--- config.mk ---
export PLATFORM = sky130hd
export DESIGN_NAME = alu_arbiter
export DESIGN_NICKNAME = d
export VERILOG_FILES = /design/src/rtl/alu_arbiter.sv
export SDC_FILE = /design/constraint.sdc
export NUM_CORES = 1
export LEC_CHECK = 0
export ABC_AREA = 1
export CORE_UTILIZATION = 30
export DETAILED_ROUTE_END_ITERATION = 16
export HOLD_SLACK_MARGIN = 0.03
export SLEW_MARGIN = 20
export SYNTH_ARGS = -nofsm -noshare
export SYNTH_HDL_FRONTEND = slang
export SYNTH_SLANG_ARGS = --single-unit
--- constraint.sdc ---
create_clock -name CLK -period 1.84 [get_ports CLK]
set_input_delay 0.276 -clock CLK [delete_from_list [all_inputs] [get_ports CLK]]
set_output_delay 0.276 -clock CLK [all_outputs]
set_load 0.02 [all_outputs]
--- src/rtl/alu_arbiter.sv ---
// alu_arbiter: round-robin arbiter sharing one external combinational ALU between two requesters.
module alu_arbiter #(
  parameter int WORD_W = 32
) (
  input  logic              CLK,
  input  logic              nRST,
  input  logic              req0,
  input  logic              req1,
  input  logic [3:0]        op0,
  input  logic [3:0]        op1,
  input  logic [WORD_W-1:0] a0,
  input  logic [WORD_W-1:0] b0,
  input  logic [WORD_W-1:0] a1,
  input  logic [WORD_W-1:0] b1,
  output logic              gnt0,
  output logic              gnt1,
  output logic              done0,
  output logic              done1,
  output logic [WORD_W-1:0] res_o,
  output logic              res_n,
  output logic              res_z,
  output logic              res_v,
  output logic [3:0]        alu_op,
  output logic [WORD_W-1:0] alu_a,
  output logic [WORD_W-1:0] alu_b,
  input  logic [WORD_W-1:0] alu_o,
  input  logic              alu_n,
  input  logic              alu_z,
  input  logic              alu_v
);
  typedef enum logic [1:0] {IDLE, EXEC, RESP} state_t;
  state_t state_q;
  logic owner_q, last_q, done0_q, done1_q;
  logic res_n_q, res_z_q, res_v_q;
  logic [3:0] op_q;
  logic [WORD_W-1:0] a_q, b_q, res_q;
  logic take, win1;
  // Grant is same-cycle with the IDLE request, so it is decoded, and masked while in reset.
  assign take = nRST && state_q == IDLE && (req0 || req1);
  assign win1 = req1 && (!req0 || !last_q);
  assign gnt0 = take && !win1;
  assign gnt1 = take && win1;
  assign done0 = done0_q;
  assign done1 = done1_q;
  assign res_o = res_q;
  assign res_n = res_n_q;
  assign res_z = res_z_q;
  assign res_v = res_v_q;
  assign alu_op = op_q;
  assign alu_a = a_q;
  assign alu_b = b_q;
  always_ff @(posedge CLK or negedge nRST) begin
    if (!nRST) begin
      state_q <= IDLE;
      owner_q <= 1'b0;
      last_q <= 1'b1;
      done0_q <= 1'b0;
      done1_q <= 1'b0;
      op_q <= '0;
      a_q <= '0;
      b_q <= '0;
      res_q <= '0;
      res_n_q <= 1'b0;
      res_z_q <= 1'b0;
      res_v_q <= 1'b0;
    end else begin
      case (state_q)
        IDLE: if (take) begin
          op_q <= win1 ? op1 : op0;
          a_q <= win1 ? a1 : a0;
          b_q <= win1 ? b1 : b0;
          owner_q <= win1;
          state_q <= EXEC;
        end
        EXEC: begin
          res_q <= alu_o;
          res_n_q <= alu_n;
          res_z_q <= alu_z;
          res_v_q <= alu_v;
          done0_q <= !owner_q;
          done1_q <= owner_q;
          state_q <= RESP;
        end
        RESP: begin
          done0_q <= 1'b0;
          done1_q <= 1'b0;
          last_q <= owner_q;
          state_q <= IDLE;
        end
        default: state_q <= IDLE;
      endcase
    end
  end
endmodule

# Word-level counts from Yosys, hierarchy flattened
# Cells that the tools add are included.
# totals
input_bits,175
word_cells,36
regBits,109
output_inout_bits,107
# op_classes
n_reduce_logical,14
eq_ne,3
muxes,7
# ops
operator,n
$mux 32,2
$logic_and 1x1->1,5
$logic_not 1->1,4
$mux 4,1
$pmux 1 s2,2
$pmux 2 s2,1
$eq 2x1->1 const B,1
$eq 2x2->1 const B,1
$logic_not 2->1,1
$logic_or 1x1->1,2
$mux 2,1
$ne 2x2->1 const B,1
$reduce_and 2->1,1
$reduce_bool 2->1,1

# Longest topological paths before layout
# logic_depth
word_depth,5
ltp_mapped,10
depth_no_buf,8

# Worst setup path before layout
# No wires, ideal clock.
# synth_path
path_type,flip-flop to output port
startpoint,register state_q[0]
endpoint,output gnt0
required_time_ns,1.564
t_arrival_ns,1.413
slack_ns,0.151
n_path_buf,1
path_stages_with_launch,8
cell_sequence,dfrtp_1 inv_1 ha_1 nand2_1 inv_2 nand2_4 buf_2 a21oi_1
# synth_between
elab_chain_len,4
# synth_lines
element,line_no,text
"start, declared",32,state_t state_q;
"start signal, assigned",54,state_q <= IDLE;
"start signal, assigned",73,state_q <= EXEC;
"start signal, assigned",82,state_q <= RESP;
$logic_not 2->1,39,assign take = nRST && state_q == IDLE && (req0 || req1);
$logic_and 1x1->1 (2 in series),39,
$logic_and 1x1->1,41,assign gnt0 = take && !win1;
"end, declared",15,"output logic gnt0,"
# Every way passes these cells.

# Worst setup path after layout
# layout_path
startpoint,register state_q[0]
endpoint,output gnt1
# layout_between
elab_chain_len,4
# layout_lines
element,line_no,text
$logic_not 2->1,39,
$logic_and 1x1->1 (2 in series),39,
$logic_and 1x1->1,42,assign gnt1 = take && win1;
"end, declared",16,"output logic gnt1,"
# Every way passes these cells.

==> impl_metrics.xml <==
<?xml version="1.0" encoding="UTF-8"?>
<metrics>
  <group name="yosys">
    <metric name="postSynthCellCount" unit="">627</metric>
    <metric name="synth_sequential_area_ratio" unit="">0.529</metric>
    <metric name="synth_area_per_cell" unit="µm²">8.22</metric>
    <metric name="async_set_or_reset_flop_fraction_in_the_synthesized_netlist" unit="">1.00</metric>
    <metric name="ys_warn_count" unit="">0</metric>
    <metric name="synth_nets" unit="">807</metric>
    <metric name="main_flop_type_after_synthesis" unit="">dfrtp_1</metric>
    <metric name="yosys.cell_types.count" unit="">20</metric>
    <metric name="ys_seq_elements" unit="">109</metric>
    <metric name="mappedNetlistArea" unit="µm²">5160</metric>
    <metric name="number_of_enable_type_register_cells_in_the_synthesized_netlist" unit="">0</metric>
  </group>
  <group name="floorplanning">
    <metric name="core_area" unit="µm²">16700</metric>
    <metric name="num_rows" unit="">47</metric>
    <metric name="floorplan.die.height" unit="µm">133</metric>
    <metric name="floorplan.die_area" unit="µm²">17700</metric>
    <metric name="initial_utilization" unit="">0.309</metric>
    <metric name="chipWidth" unit="µm">133</metric>
    <metric name="io_pins" unit="">282</metric>
  </group>
  <group name="run">
    <metric name="number_of_violations_of_the_max_capacitance_limit" unit="">0</metric>
  </group>
  <group name="worst_setup_path">
    <metric name="crit_path_max_fanout" unit="">2</metric>
    <metric name="setup.worst_path.class" unit="">register to output port</metric>
    <metric name="critical_path.endpoint_type" unit="">output port</metric>
    <metric name="critical_path_required" unit="ns">1.56</metric>
    <metric name="crit_arrival" unit="ns">1.47</metric>
    <metric name="timing.critical_path.from_type" unit="">register</metric>
  </group>
  <group name="timing">
    <metric name="timing_hold_violations_final" unit="">0</metric>
    <metric name="hold_ws" unit="ns">0.0692</metric>
    <metric name="maxClockFrequency" unit="MHz">573</metric>
    <metric name="post-route-period-util" unit="">0.949</metric>
    <metric name="timing.final.ws_setup" unit="ns">0.0935</metric>
    <metric name="finalClockSkew" unit="ns">0.00886</metric>
    <metric name="period_minus_slack" unit="ns">1.75</metric>
    <metric name="max-slew-margin-rel" unit="">0.517</metric>
    <metric name="rsz0062_at_grt" unit="">true</metric>
    <metric name="slew_viols_final" unit="">0</metric>
    <metric name="worstMarginPinSlew" unit="ns">0.724</metric>
    <metric name="setup-violations-final" unit="">0</metric>
    <metric name="setup-tns-final" unit="ns">0</metric>
  </group>
  <group name="global_routing">
    <metric name="grt_usage" unit="">0.179</metric>
    <metric name="first_global_vias" unit="">4715</metric>
    <metric name="global_route.overflow_total" unit="">0</metric>
    <metric name="largest_net_degree_at_the_start_of_global_routing" unit="">65</metric>
    <metric name="antenna_found_initial" unit="">1</metric>
    <metric name="grt_first_pass_wirelength" unit="µm">24800</metric>
  </group>
  <group name="pwr">
    <metric name="pwr-share-clk" unit="">0.157</metric>
    <metric name="power.static_leakage" unit="nW">4.12</metric>
    <metric name="internal-power" unit="mW">8.03</metric>
    <metric name="power.share.switching" unit="">0.380</metric>
    <metric name="share_comb_of_total_power" unit="">0.524</metric>
    <metric name="power.total" unit="mW">13.0</metric>
    <metric name="pwrdens" unit="nW/µm²">1520</metric>
    <metric name="irDropWorstVdd" unit="mV">0.746</metric>
    <metric name="power.switching" unit="mW">4.93</metric>
    <metric name="sequential_share_of_power" unit="">0.319</metric>
  </group>
  <group name="final_layout">
    <metric name="fin_util" unit="">0.512</metric>
    <metric name="stdcell_area" unit="µm²">8550</metric>
    <metric name="finish.net_count" unit="">1080</metric>
    <metric name="layoutNonFillerInstCount" unit="">1125</metric>
    <metric name="fillers" unit="">1658</metric>
    <metric name="post_route_cells_drive_above_1_share" unit="">0.0928</metric>
    <metric name="synthToLayoutAreaGrowth" unit="%">65.8</metric>
    <metric name="diodes" unit="">0</metric>
  </group>
  <group name="placed_design">
    <metric name="globalplace.congestion" unit="">0.754</metric>
    <metric name="postPlaceCellArea" unit="µm²">8240</metric>
    <metric name="place_inst" unit="">1109</metric>
    <metric name="buffer_ports.inserted" unit="">281</metric>
    <metric name="placement.setup.worst_slack" unit="ns">-0.177</metric>
    <metric name="place.detailed.hpwl" unit="µm">11500</metric>
  </group>
  <group name="drt">
    <metric name="first_pass_iters" unit="">5</metric>
    <metric name="via_count" unit="">4955</metric>
    <metric name="drt_first_iter_violations" unit="">126</metric>
    <metric name="routed_length_per_instance" unit="µm">14.1</metric>
    <metric name="viasPerCell" unit="">4.40</metric>
    <metric name="postRouteAntennaNets" unit="">0</metric>
    <metric name="route.detailed.drc" unit="">0</metric>
    <metric name="route.final.wire_length" unit="µm">15900</metric>
  </group>
  <group name="clock_tree">
    <metric name="cts_buffers" unit="">9</metric>
    <metric name="cts.clk_slew.worst_paths" unit="ns">0.07</metric>
    <metric name="h_tree_depth" unit="">3</metric>
    <metric name="insertion_delay" unit="ns">0.35</metric>
    <metric name="root_driver" unit="">clkbuf_16</metric>
    <metric name="clkSinkCount" unit="">109</metric>
    <metric name="clock_path_buffers" unit="">2</metric>
    <metric name="tritoncts_clock_tree" unit="">built</metric>
  </group>
  <group name="hold_path">
    <metric name="worstHoldPathType" unit="">primary input to async pin</metric>
  </group>
  <group name="status">
    <metric name="run_status" unit="">completed</metric>
  </group>
</metrics>
[cells in the mapped netlist, types with 2 or more instances]
library cell / n / area, µm²
buf_2: 23 / 115
buf_4: 5 / 37.5
buf_6: 2 / 22.5
clkbuf_1: 9 / 33.8
dfrtp_1: 108 / 2700
ha_1: 5 / 62.6
inv_1: 7 / 26.3
inv_2: 3 / 11.3
mux2_2: 35 / 394
nand2_1: 348 / 1310
nand2_2: 3 / 18.8
nand3_1: 70 / 350
o22ai_1: 2 / 12.5
[area by class of cell]
| class | count | area, µm² | area share |
|---|---|---|---|
| Sequential cell | 109 | 2730 | 0.319 |
| Inverter | 10 | 37.5 | 0.00439 |
| Tap cell | 220 | 275 | 0.0322 |
| Multi-Input combinational cell | 468 | 2180 | 0.255 |
| Clock inverter | 4 | 52.6 | 0.00615 |
| Clock buffer | 12 | 256 | 0.0300 |
| Timing Repair Buffer | 302 | 3020 | 0.353 |
[path summary, 6_finish.rpt]
check                           start         end  slack, ns  depth (start not counted)
max in group asynchronous        nRST    alu_b[9]       1.27                          2
setup / recovery           state_q[0]        gnt1       0.09                          6
setup reg to reg           state_q[0]  state_q[1]       0.26                         10
hold reg to reg               owner_q       done0       0.46                          1
min in group CLK                 nRST     owner_q       0.45                          5
hold / removal                   nRST     owner_q       0.07                          2
[power groups by stage]
stage | sequential (mW) | clock (mW) | combinational (mW)
global route | 4.27 | 2.20 | 7.31
detailed placement | 4.16 | 0 | 6.89
floorplan | 5.49 | 0 | 2.14
finish | 4.13 | 2.03 | 6.80
CTS | 4.14 | 2.11 | 6.90
global placement | 4.14 | 0 | 6.87
[per-layer routing]
metal  track usage  wire [µm]
met1         0.215       6910
met2         0.294       7120
met3        0.0662       1580
met4        0.0619        230
met5             0         17
[worst max-delay path, stage by stage (launching register included)]
cell	delay [ns]
dfrtp_1	0.38
inv_1	0.08
ha_1	0.17
nand2_1	0.08
buf_4	0.13
nor2_2	0.11
buf_4	0.16
[cells by family (layout without fill, tap and decap cells)]
logic type / Yosys count / in the layout / synth area share
AOI/OAI and AO/OA: 5 / 5 / 0.00582
buffers and inverters: 50 / 328 / 0.0485
and+or+nand+nor: 423 / 423 / 0.328
adders and majority gates: 5 / 5 / 0.0121
DFF: 109 / 109 / 0.529
muxes: 35 / 35 / 0.0764
[flip-flops by register name, indices dropped and copies added, names as in the netlist, 2 cells and up]
signal and cells:
alu_a 32, state_q 2, alu_op 4, res_o 32
alu_b 32
[repair_timing]
item                       in CTS  in global routing
cloned                          0                  0
hold buffers                    0                  0
setup endpoints to repair       1                  2
setup buffers                   0                  0
gates resized for setup         4                  2
[layout by cell type, fill, tap and decap left out, drive strengths merged]
master and n:
clkdlybuf4s50 277, mux2 35, o22ai 2, clkinv 1
o21bai 1, nand3 70, o21ai 1, inv 12
ha 5, nand2 352, bufinv 1, nor2 1
a21oi 1, clkbuf 12, dfrtp 108, buf 25
dfstp 1
Note: power is estimated with default switching activity, not from simulation.
